## src/rtl/bg_pixel_fifo_if.sv

```systemverilog
// Background pixel FIFO <-> tile fetcher handshake.
//   push_valid_in  : fetcher row valid (driven by the fetcher)
//   push_pixels_in : DEPTH 2-bit color indices, element 0 is the leftmost pixel
//   empty_out      : FIFO holds no pixels (driven by the FIFO)
// Modports: master = fetcher side, slave = FIFO side.
interface bg_pixel_fifo_if #(
  parameter int DEPTH = 8
);
  logic                  push_valid_in;
  logic [DEPTH-1:0][1:0] push_pixels_in;
  logic                  empty_out;

  modport master (
    output push_valid_in,
    output push_pixels_in,
    input  empty_out
  );

  modport slave (
    input  push_valid_in,
    input  push_pixels_in,
    output empty_out
  );
endinterface

```

## src/rtl/bg_pixel_fifo.sv

```systemverilog
// Background pixel FIFO sitting between the background tile fetcher and the
// LCD output stage. Accepts whole 8-pixel rows, drops the SCX fine-scroll
// pixels at the start of a line, then shifts one pixel per T-cycle out with a
// running X position and an end-of-line pulse.
//
// Ports:
//   clk_in, rst_in (sync, active high), tclk_in (T-cycle enable)
//   line_start_in, flush_in, stall_in, SCX_in[7:0] (bits [2:0] used)
//   push_if (slave)   : push_valid_in, push_pixels_in, empty_out
//   pixel_valid_out, pixel_out[1:0], X_out, line_done_out, overflow_out
//
// Optional build macro BG_PIXEL_FIFO_PALETTE_EN: adds BGP_in[7:0] and maps each
// output color index through it; otherwise pixel_out is the raw index.
//
// state   | meaning
// IDLE    | no popping, waiting for line_start_in
// DISCARD | popping SCX&7 fine-scroll pixels without output
// SHIFT   | popping visible pixels, X advancing
// DONE    | last visible pixel sent; pulse line_done_out, back to IDLE
module bg_pixel_fifo #(
  parameter int X_MAX = 160,
  parameter int DEPTH = 8
) (
  input  logic                         clk_in,
  input  logic                         rst_in,
  input  logic                         tclk_in,
  input  logic                         line_start_in,
  input  logic                         flush_in,
  input  logic                         stall_in,
  input  logic [7:0]                   SCX_in,
`ifdef BG_PIXEL_FIFO_PALETTE_EN
  input  logic [7:0]                   BGP_in,
`endif
  bg_pixel_fifo_if.slave               push_if,
  output logic                         pixel_valid_out,
  output logic [1:0]                   pixel_out,
  output logic [$clog2(X_MAX+1)-1:0]   X_out,
  output logic                         line_done_out,
  output logic                         overflow_out
);

  localparam int XW = $clog2(X_MAX+1);
  localparam int CW = $clog2(DEPTH+1);

  localparam logic [1:0] IDLE    = 2'd0;
  localparam logic [1:0] DISCARD = 2'd1;
  localparam logic [1:0] SHIFT   = 2'd2;
  localparam logic [1:0] DONE    = 2'd3;

  logic [1:0]            state_q, state_d;
  logic [CW-1:0]         count_q, count_d;
  logic [DEPTH-1:0][1:0] store_q, store_d;
  logic [2:0]            disc_q, disc_d;
  logic [XW-1:0]         x_q, x_d;
  logic                  pix_vld_q, pix_vld_d;
  logic [1:0]            pix_q, pix_d;
  logic                  done_q, done_d;
  logic                  ovf_q, ovf_d;
  logic                  push_ok, pop_en;
  logic [1:0]            color;

  // Only the fine-scroll bits of SCX matter here.
  logic unused_scx;
  assign unused_scx = ^SCX_in[7:3];

`ifdef BG_PIXEL_FIFO_PALETTE_EN
  assign color = BGP_in[{store_q[0], 1'b0} +: 2];
`else
  assign color = store_q[0];
`endif

  always_comb begin
    state_d   = state_q;
    count_d   = count_q;
    store_d   = store_q;
    disc_d    = disc_q;
    x_d       = x_q;
    pix_vld_d = 1'b0;
    pix_d     = pix_q;
    done_d    = 1'b0;
    ovf_d     = ovf_q;
    push_ok   = 1'b0;
    pop_en    = 1'b0;

    if (tclk_in) begin
      if (line_start_in) begin
        // New line wins over everything; a same-edge push is dropped.
        count_d = '0;
        x_d     = '0;
        disc_d  = SCX_in[2:0];
        state_d = (SCX_in[2:0] != 3'd0) ? DISCARD : SHIFT;
      end else begin
        // Flush empties the FIFO before the push is considered.
        push_ok = push_if.push_valid_in && ((count_q == '0) || flush_in);
        pop_en  = ((state_q == DISCARD) || (state_q == SHIFT)) &&
                  (count_q != '0) && !stall_in && !flush_in;

        if (push_if.push_valid_in && !push_ok)
          ovf_d = 1'b1;

        if (push_ok) begin
          store_d = push_if.push_pixels_in;
          count_d = CW'(DEPTH);
        end else if (flush_in) begin
          count_d = '0;
        end else if (pop_en) begin
          for (int i = 0; i < DEPTH-1; i++)
            store_d[i] = store_q[i+1];
          store_d[DEPTH-1] = 2'd0;
          count_d = count_q - 1'b1;
        end

        case (state_q)
          DISCARD: begin
            if (pop_en) begin
              disc_d = disc_q - 3'd1;
              if (disc_q == 3'd1)
                state_d = SHIFT;
            end
          end
          SHIFT: begin
            if (pop_en) begin
              pix_vld_d = 1'b1;
              pix_d     = color;
              x_d       = x_q + 1'b1;
              if (x_q == XW'(X_MAX-1))
                state_d = DONE;
            end
          end
          DONE: begin
            done_d  = 1'b1;
            state_d = IDLE;
          end
          default: ;
        endcase
      end
    end
  end

  always_ff @(posedge clk_in) begin
    if (rst_in) begin
      state_q   <= IDLE;
      count_q   <= '0;
      store_q   <= '0;
      disc_q    <= '0;
      x_q       <= '0;
      pix_vld_q <= 1'b0;
      pix_q     <= 2'd0;
      done_q    <= 1'b0;
      ovf_q     <= 1'b0;
    end else begin
      state_q   <= state_d;
      count_q   <= count_d;
      store_q   <= store_d;
      disc_q    <= disc_d;
      x_q       <= x_d;
      pix_vld_q <= pix_vld_d;
      pix_q     <= pix_d;
      done_q    <= done_d;
      ovf_q     <= ovf_d;
    end
  end

  assign push_if.empty_out = (count_q == '0);
  assign pixel_valid_out   = pix_vld_q;
  assign pixel_out         = pix_q;
  assign X_out             = x_q;
  assign line_done_out     = done_q;
  assign overflow_out      = ovf_q;

endmodule

```

## src/flat_wrapper.sv

```systemverilog
// flat-port wrapper written by rule: the top's interface ports become plain ports
module bg_pixel_fifo_flat 
#(
  parameter int X_MAX = 160,
  parameter int DEPTH = 8
)
  (clk_in, rst_in, tclk_in, line_start_in, flush_in, stall_in, SCX_in, pixel_valid_out, pixel_out, X_out, line_done_out, overflow_out, push_if_push_valid_in, push_if_push_pixels_in, push_if_empty_out);
  bg_pixel_fifo_if #(.DEPTH(DEPTH)) push_if_i ();
  input  logic clk_in;
  input  logic rst_in;
  input  logic tclk_in;
  input  logic line_start_in;
  input  logic flush_in;
  input  logic stall_in;
  input  logic [7:0] SCX_in;
  output logic pixel_valid_out;
  output logic [1:0] pixel_out;
  output logic [$clog2(X_MAX+1)-1:0] X_out;
  output logic line_done_out;
  output logic overflow_out;
  input wire logic [$bits(push_if_i.push_valid_in)-1:0] push_if_push_valid_in;
  input wire logic [$bits(push_if_i.push_pixels_in)-1:0] push_if_push_pixels_in;
  output wire logic [$bits(push_if_i.empty_out)-1:0] push_if_empty_out;
  assign push_if_i.push_valid_in = push_if_push_valid_in;
  assign push_if_i.push_pixels_in = push_if_push_pixels_in;
  assign push_if_empty_out = push_if_i.empty_out;
  bg_pixel_fifo #(.X_MAX(X_MAX), .DEPTH(DEPTH)) u_core (.clk_in(clk_in), .rst_in(rst_in), .tclk_in(tclk_in), .line_start_in(line_start_in), .flush_in(flush_in), .stall_in(stall_in), .SCX_in(SCX_in), .push_if(push_if_i), .pixel_valid_out(pixel_valid_out), .pixel_out(pixel_out), .X_out(X_out), .line_done_out(line_done_out), .overflow_out(overflow_out));
endmodule
```

## config.mk

```make
export PLATFORM = sky130hd
export DESIGN_NAME = bg_pixel_fifo_flat
export DESIGN_NICKNAME = d
export VERILOG_FILES = /design/src/rtl/bg_pixel_fifo_if.sv /design/src/rtl/bg_pixel_fifo.sv /design/src/flat_wrapper.sv
export SDC_FILE = /design/constraint.sdc
export NUM_CORES = 1
export LEC_CHECK = 0
export BUFFER_PORTS_ARGS = -buffer_cell sky130_fd_sc_hd__buf_2
export CAP_MARGIN = 5
export CORE_UTILIZATION = 45
export DETAILED_ROUTE_END_ITERATION = 10
export GPL_TIMING_DRIVEN = 0
export MAX_ROUTING_LAYER = met4
export PLACE_DENSITY = 0.68
export SLEW_MARGIN = 30
export SYNTH_ARGS = -nofsm -noshare
export SYNTH_HDL_FRONTEND = slang
export SYNTH_SLANG_ARGS = --single-unit
```

## constraint.sdc

```tcl
create_clock -name clk_in -period 2.31 [get_ports clk_in]
set_clock_uncertainty 0.05 [all_clocks]
set_input_delay 0.462 -clock clk_in [delete_from_list [all_inputs] [get_ports clk_in]]
set_output_delay 0.462 -clock clk_in [all_outputs]
set_load 0.01 [all_outputs]
```

==> results of run 1 <==
-- cell usage in the layout (no fill, tap or decap), types with 5 or more instances in the layout --
| cell | synthesis | layout |
|---|---|---|
| a311oi_2 | 14 | 14 |
| buf_2 | 2 | 40 |
| dfxtp_1 | 38 | 38 |
| a21oi_1 | 9 | 9 |
| clkbuf_8 | 0 | 6 |
| clkbuf_1 | 7 | 6 |
| nand3_1 | 8 | 8 |
| nor2_1 | 28 | 28 |
| nand2b_1 | 5 | 5 |
| nand2_1 | 38 | 38 |
| ha_1 | 9 | 9 |
| inv_1 | 9 | 9 |
-- state kept, by name (all words and copies together) (netlist names) --
signal / cells
u_core.state_q: 2
u_core.pixel_valid_out: 1
u_core.count_q: 4
u_core.line_done_out: 1
u_core.disc_q: 3
u_core.X_out: 8
u_core.overflow_out: 1
u_core.store_q: 14
u_core.pixel_out: 2
u_core.color: 2
-- worst register-to-register path, stage by stage, from the launching register on --
cell and delay, ns:
dfxtp_1 0.41, inv_1 0.07, ha_1 0.33, or3_4 0.41, o221ai_2 0.16, o2111ai_1 0.25
nor3_1 0.25, a211oi_1 0.07
-- area by class of cell --
cell class | count | area [um2] | share of cell area
multi-input combinational | 174 | 1199 | 0.4910
sequential | 38 | 760.7 | 0.3116
timing repair buffer | 38 | 190.2 | 0.07791
clock buffer | 6 | 82.58 | 0.03383
buffer | 13 | 71.32 | 0.02922
tap | 52 | 65.06 | 0.02665
inverter | 10 | 42.54 | 0.01743
clock inverter | 1 | 30.03 | 0.01230
-- metal layers --
metal / vias to the layer above / share of wire
li1: 933 / -
met2: 38 / 0.46
met5: - / 0
met4: 0 / 0.0085
met1: 895 / 0.49
met3: 4 / 0.039
-- kinds of logic (layout without fill, tap and decap cells) --
group | after synthesis | in the layout
AOI/OAI and AO/OA | 52 | 52
buffers and inverters | 23 | 68
and+or+nand+nor | 108 | 108
adders and majority gates | 9 | 9
muxes | 4 | 4
xor gates and xnor gates | 1 | 1
DFF | 38 | 38
-- stage by stage --
step / hold WS [ns] / std cells / utilization / worst slack [ns] / instance area [um2]
final: 0.3820 / 332 / 0.5568 / 0.1614 / 2441
after global routing: 0.3929 / 332 / 0.5568 / 0.03052 / 2441
after CTS: 0.3795 / 332 / 0.5565 / 0.04620 / 2440
after detailed placement: 0.4117 / 325 / 0.5308 / 0.07364 / 2327
after global placement: 0.4063 / 325 / 0.5308 / 0.1261 / 2327
after floorplan: 0.3950 / 235 / - / 0.3905 / 2072
-- power breakdown --
part           switching (mW)  total [mW]  leakage [nW]  internal (mW)
Combinational           0.129       0.212         0.599         0.0838
Clock                   0.235       0.580        0.0573          0.346
Sequential             0.0156       0.693         0.309          0.677
-- final timing paths --
| path | end | slack, ns | depth (start not counted) |
|---|---|---|---|
| setup / recovery | u_core.state_q[1]$_SDFFE_PP0P_ | 0.16 | 7 |
| hold / removal | u_core.store_q[14]$_SDFFE_PP0P_ | 0.38 | 3 |
| setup reg to reg | u_core.state_q[1]$_SDFFE_PP0P_ | 0.16 | 7 |
| hold reg to reg | u_core.count_q[1]$_SDFFE_PP0P_ | 0.42 | 2 |
-- repair_timing --
item | 4_1_cts | 5_1_grt
gates resized for setup | 0 | 3
buffers inserted | 0 | 0
setup endpoints to repair | 0 | 11
==> impl_metrics.ini, run 1 <==
[route]
ant_nets = 0
routed_wl_um = 4799
num_vias = 1870
vias_per_cell = 5.633
drt_iter0_drc = 100
drt-pass1-iter-count = 4
drc = 0
wl_per_cell_um = 14.45

[logic_synthesis]
synth_adder_area_share = 0.05435
synthXorXnorAreaFrac = 0.004227
synth_top_area_cell = dfxtp_1
synth_async_sr_flop_share = 0
synth-seq-cells = 38
yosys.area_share.simple = 0.2536
synth.mux.area_fraction = 0.01993
seq_area_frac_synth = 0.3671
synthFlopType = dfxtp_1
synth_enable_flop_cells = 0
ys_top_cells_by_count = dfxtp_1 (38), nand2_1 (38), nor2_1 (28), a311oi_2 (14)
synth-compound-area-share = 0.2464
netlist_area_um2 = 2072
netlist.area_leader.share = 0.3671
synth_fp_nets = 275
synth_cells = 235
syn_area_per_cell_um2 = 8.817
yosysWarnings = 0
synth_cell_types = 53
synth_top_family_by_area = simple AND/OR/NAND/NOR gates
yosys-top-cells-area = dfxtp_1 (37%), a311oi_2 (10%), nand2_1 (6.9%), ha_1 (5.4%), nor2_1 (5.1%)

[clock_network]
cts-root-buf = clkbuf_8
clk_path_buf_depth = 2
cts_buffers = 5
numClockSinks = 38
clk_latency_ns = 0.29
path_clk_slew_ns = 0.07
h-tree-depth = 2
cts_hold_buf = 0
tritoncts = built

[layout]
nFillCells = 418
drive_gt1_frac = 0.2857
final_nets = 320
antenna_cells = 0
syn_to_final_growth_pct = 17.81

[run_status]
status = completed

[timing]
hold_viol_final = 0
drv_slew = 0
fin_setup_tns_ns = 0
fin_crit_ns = 2.149
finalSetupViolations = 0
rsz0062_at_grt = no
min_period_over_period = 0.9301
maxSlewHeadroom = 0.5408
fmax_ghz = 0.4654
tightest_slew_ns = 0.6888

[worst_setup_path]
reg2reg_from = u_core.state_q[0]$_SDFFE_PP0P_
critical-path-top-delay-family = simple AND/OR/NAND/NOR gates
worst-path-max-fanout = 5
path_buf_inv = 1
slowest_delay_ns = 0.41
crit_path_top_delay_cell = dfxtp_1
arrival_ns = 2.24
critPathKind = reg -> reg
setup.worst_path.start = u_core.state_q[0]$_SDFFE_PP0P_
path_cells = inv_1 > ha_1 > or3_4 > o221ai_2 > o2111ai_1 > nor3_1 > a211oi_1
required_ns = 2.40
start_kind = register
worstSetupEndpointType = register

[global_routing]
grt-busiest-layer = met2
grtUsageMet2 = 0.3216
grt_pass1_wl_um = 8162
antenna_found_initial = 0
grt_overflow_total = 0
grt_max_degree = 12
global_route.usage.met1 = 0.2909
use_met3 = 0.05051
track_usage = 0.2167
grt_pass1_vias = 1717

[die]
io_pins = 45
die_area_um2 = 4880
floorplan.core_area_um2 = 4384
rows = 24
die_h_um = 69.86
die_x_um = 69.86
start_util = 0.4726

[min_path]
min-delay-start = push_if_push_pixels_in[14]
min_path_type = in -> reg

[power]
finalPower_mw = 1.486
cellPowerDensity_nw_per_um2 = 608.6
p_leak_nw = 0.9651
vdd_drop_max_v = 0.0003817

[place]
place_congestion = 0.7977
dp_hpwl_um = 3426
portBuffers = 38

[run]
maxCapViolCount = 0
Note: power is estimated with default switching activity, not from simulation.
==> run 2: changes to the inputs <==
ABC_AREA = 1   (was not set)
CORE_UTILIZATION = 54   (was 45)
PLACE_DENSITY = 0.79   (was 0.68)
==> run 2 against run 1 <==
Effect of this change:
- setup slack improved by 0.27 ns
- area after synthesis increased by 4.8%
- hold slack better by 0.0085 ns
- sequential cell count is the same
- routed wire length shrank 3.8%
- synthesized cell count grew 40%
- largest cell class unchanged
- first-iteration DRC count decreased by 3.0%
- sequential share of layout area shrank 0.82 points
- register-to-register slack improved by 0.27 ns
- critical path depth up 1
- clock power fell by 17%
- power up 1.3%
==> impl_metrics.ini, run 2 <==
[run_status]
status = completed

[layout]
final_nets = 413
syn_to_final_growth_pct = 15.44
regMostFlops = u_core.store_q
largest_register_ffs = 14
final_common_cell = nand2_1
finalNonFillerCells = 422
layout_common_cells = nand2_1 (92), nor2_1 (57), inv_1 (40), buf_2 (38), dfxtp_1 (38)
antenna_cells = 0
stdcell_area_um2 = 2507
drive_gt1_frac = 0.1872

[place]
portBuffers = 36
dp_hpwl_um = 3342
placedCellCount = 414
dpl_cell_area_um2 = 2412
place_congestion = 0.8157

[route]
routed_wl_um = 4615
drt-pass1-iter-count = 4
ant_nets = 0
wl_met1_um = 2224
wl_per_cell_um = 10.94
drc = 0
routed.top_layer = met4
dr_wl_met2_um = 2103
drt_iter0_drc = 97
met3_length_um = 211
vias_per_cell = 4.919
num_vias = 2076

[timing]
tightest_slew_ns = 0.5133
fmax_ghz = 0.5318
fin_crit_ns = 1.880
min_period_over_period = 0.8140
finalSetupViolations = 0
drv_slew = 0
hold_viol_final = 0
rsz0062_at_grt = no
fin_setup_tns_ns = 0
maxSlewHeadroom = 0.6578

[die]
io_pins = 45
floorplan.core_area_um2 = 3771
die_area_um2 = 4280
die_h_um = 65.42
start_util = 0.5760
rows = 22
die_x_um = 65.42

[clock_network]
cts_buffers = 5
clk_path_buf_depth = 2
h-tree-depth = 2
path_clk_slew_ns = 0.08
cts_setup_buffers = 0
cts_hold_buf = 0
clk_latency_ns = 0.29
tritoncts = built
cts-resized-gates = 0
cts-root-buf = clkbuf_8
numClockSinks = 38

[power]
cellPowerDensity_nw_per_um2 = 600.4
p_leak_nw = 1.241
finalPower_mw = 1.505
vdd_drop_max_v = 0.0004458

[logic_synthesis]
synth_cell_types = 28
synth_async_sr_flop_share = 0
yosys-top-cells-area = dfxtp_1 (35%), nand2_1 (16%), nor2_1 (9.9%), inv_1 (6.9%), ha_1 (5.2%)
synthFlopType = dfxtp_1
synth_top_area_cell = dfxtp_1
ys_top_cells_by_count = nand2_1 (92), nor2_1 (57), inv_1 (40), dfxtp_1 (38), nand3_1 (21)
synth_fp_nets = 370
seq_area_frac_synth = 0.3502
synth_cells = 330
yosysWarnings = 0
netlist.area_leader.share = 0.3502
netlist_area_um2 = 2172
syn_area_per_cell_um2 = 6.582
synth-seq-cells = 38
synth_enable_flop_cells = 0
synth_most_common_cell = nand2_1

[worst_setup_path]
worstRegToRegCells = 8
r2r_setup_slack_ns = 0.43
worstSetupEndpointType = register
critPathKind = reg -> reg
start_kind = register
reg2reg_from = u_core.state_q[0]$_SDFFE_PP0P_
required_ns = 2.44
r2r-end = u_core.X_out[6]$_SDFFE_PP0P_
worst-path-max-fanout = 8
arrival_ns = 2.01

[min_path]
min_path_type = in -> reg
holdPathEnd = u_core.store_q[15]$_SDFFE_PP0P_
min-delay-start = push_if_push_pixels_in[15]
hold_depth = 3

[global_routing]
track_usage = 0.2533
grt_pass1_vias = 1948
grt_max_degree = 13
antenna_found_initial = 0
grt_overflow_total = 0
grt_pass1_wl_um = 8073

[run]
maxCapViolCount = 0
==> run 2: cell count changes after synthesis, moves of 4 or more <==
cell / change
nor2_1: +29
o21ai_0: +12
o21ai_1: +4
inv_1: +31
nand2_2: +4
a311oi_2: -14
and3_1: -4
o21ai_2: +4
nand2b_1: -5
nand2_1: +54
nand3_1: +13
==> run 2: layout make-up <==
class / count / area (um2)
tap: 48 / 60.06
buffer: 12 / 92.59
clock buffer: 6 / 82.58
sequential: 38 / 760.7
inverter: 42 / 160.2
timing repair buffer: 36 / 180.2
clock inverter: 2 / 12.51
multi-input combinational: 238 / 1159
fill: 342 / 1264
==> run 2: power by group <==
part | internal, mW | switching (mW)
clock network | 0.240 | 0.240
logic | 0.124 | 0.195
registers | 0.687 | 0.0189
total | 1.05 | 0.454
==> run 2: logic make-up after synthesis <==
| group | share of synthesized area |
|---|---|
| AND/OR/NAND/NOR | 0.3796 |
| buffers and inverters | 0.1164 |
| flip-flops | 0.3502 |
| AO/OA/AOI/OAI | 0.09389 |
| adder cells (fa/ha/maj) | 0.05184 |
| XOR/XNOR | 0.008066 |
==> run 2: worst max path at each step <==
stage	startpoint	end	slack, ns
5_1_grt	u_core.state_q[0]$_SDFFE_PP0P_	u_core.X_out[6]$_SDFFE_PP0P_	0.25
2_1_floorplan	u_core.state_q[0]$_SDFFE_PP0P_	u_core.store_q[10]$_SDFFE_PP0P_	0.65
3_3_place_gp	u_core.state_q[0]$_SDFFE_PP0P_	u_core.X_out[6]$_SDFFE_PP0P_	0.45
6_report	u_core.state_q[0]$_SDFFE_PP0P_	u_core.X_out[6]$_SDFFE_PP0P_	0.43
3_5_place_dp	u_core.state_q[0]$_SDFFE_PP0P_	u_core.X_out[6]$_SDFFE_PP0P_	0.44
4_1_cts	u_core.state_q[0]$_SDFFE_PP0P_	u_core.X_out[6]$_SDFFE_PP0P_	0.43
==> run 2: worst max-delay path, cell delays in order, from the launching register on <==
cell and delay (ns):
dfxtp_1 0.41, inv_1 0.07, ha_1 0.31, nor2_1 0.19
nand3_4 0.14, nand2_1 0.13, nand3_1 0.25, nand3_1 0.14
o21ai_0 0.09
==> run 2: per-layer routing <==
layer	vias to the layer above	track usage
met1	916	0.2971
li1	1106	-
met3	8	0.04861
met4	0	0.1033
met2	46	0.4240
met5	-	-
==> run 2: per-stage QoR <==
step / hold WS, ns / utilization / setup slack (ns)
floorplan: 0.3891 / - / 0.6469
global placement: 0.4000 / 0.6397 / 0.4455
detailed placement: 0.4096 / 0.6397 / 0.4387
CTS: 0.3899 / 0.6649 / 0.4253
global route: 0.4024 / 0.6649 / 0.2531
finish: 0.3905 / 0.6649 / 0.4296
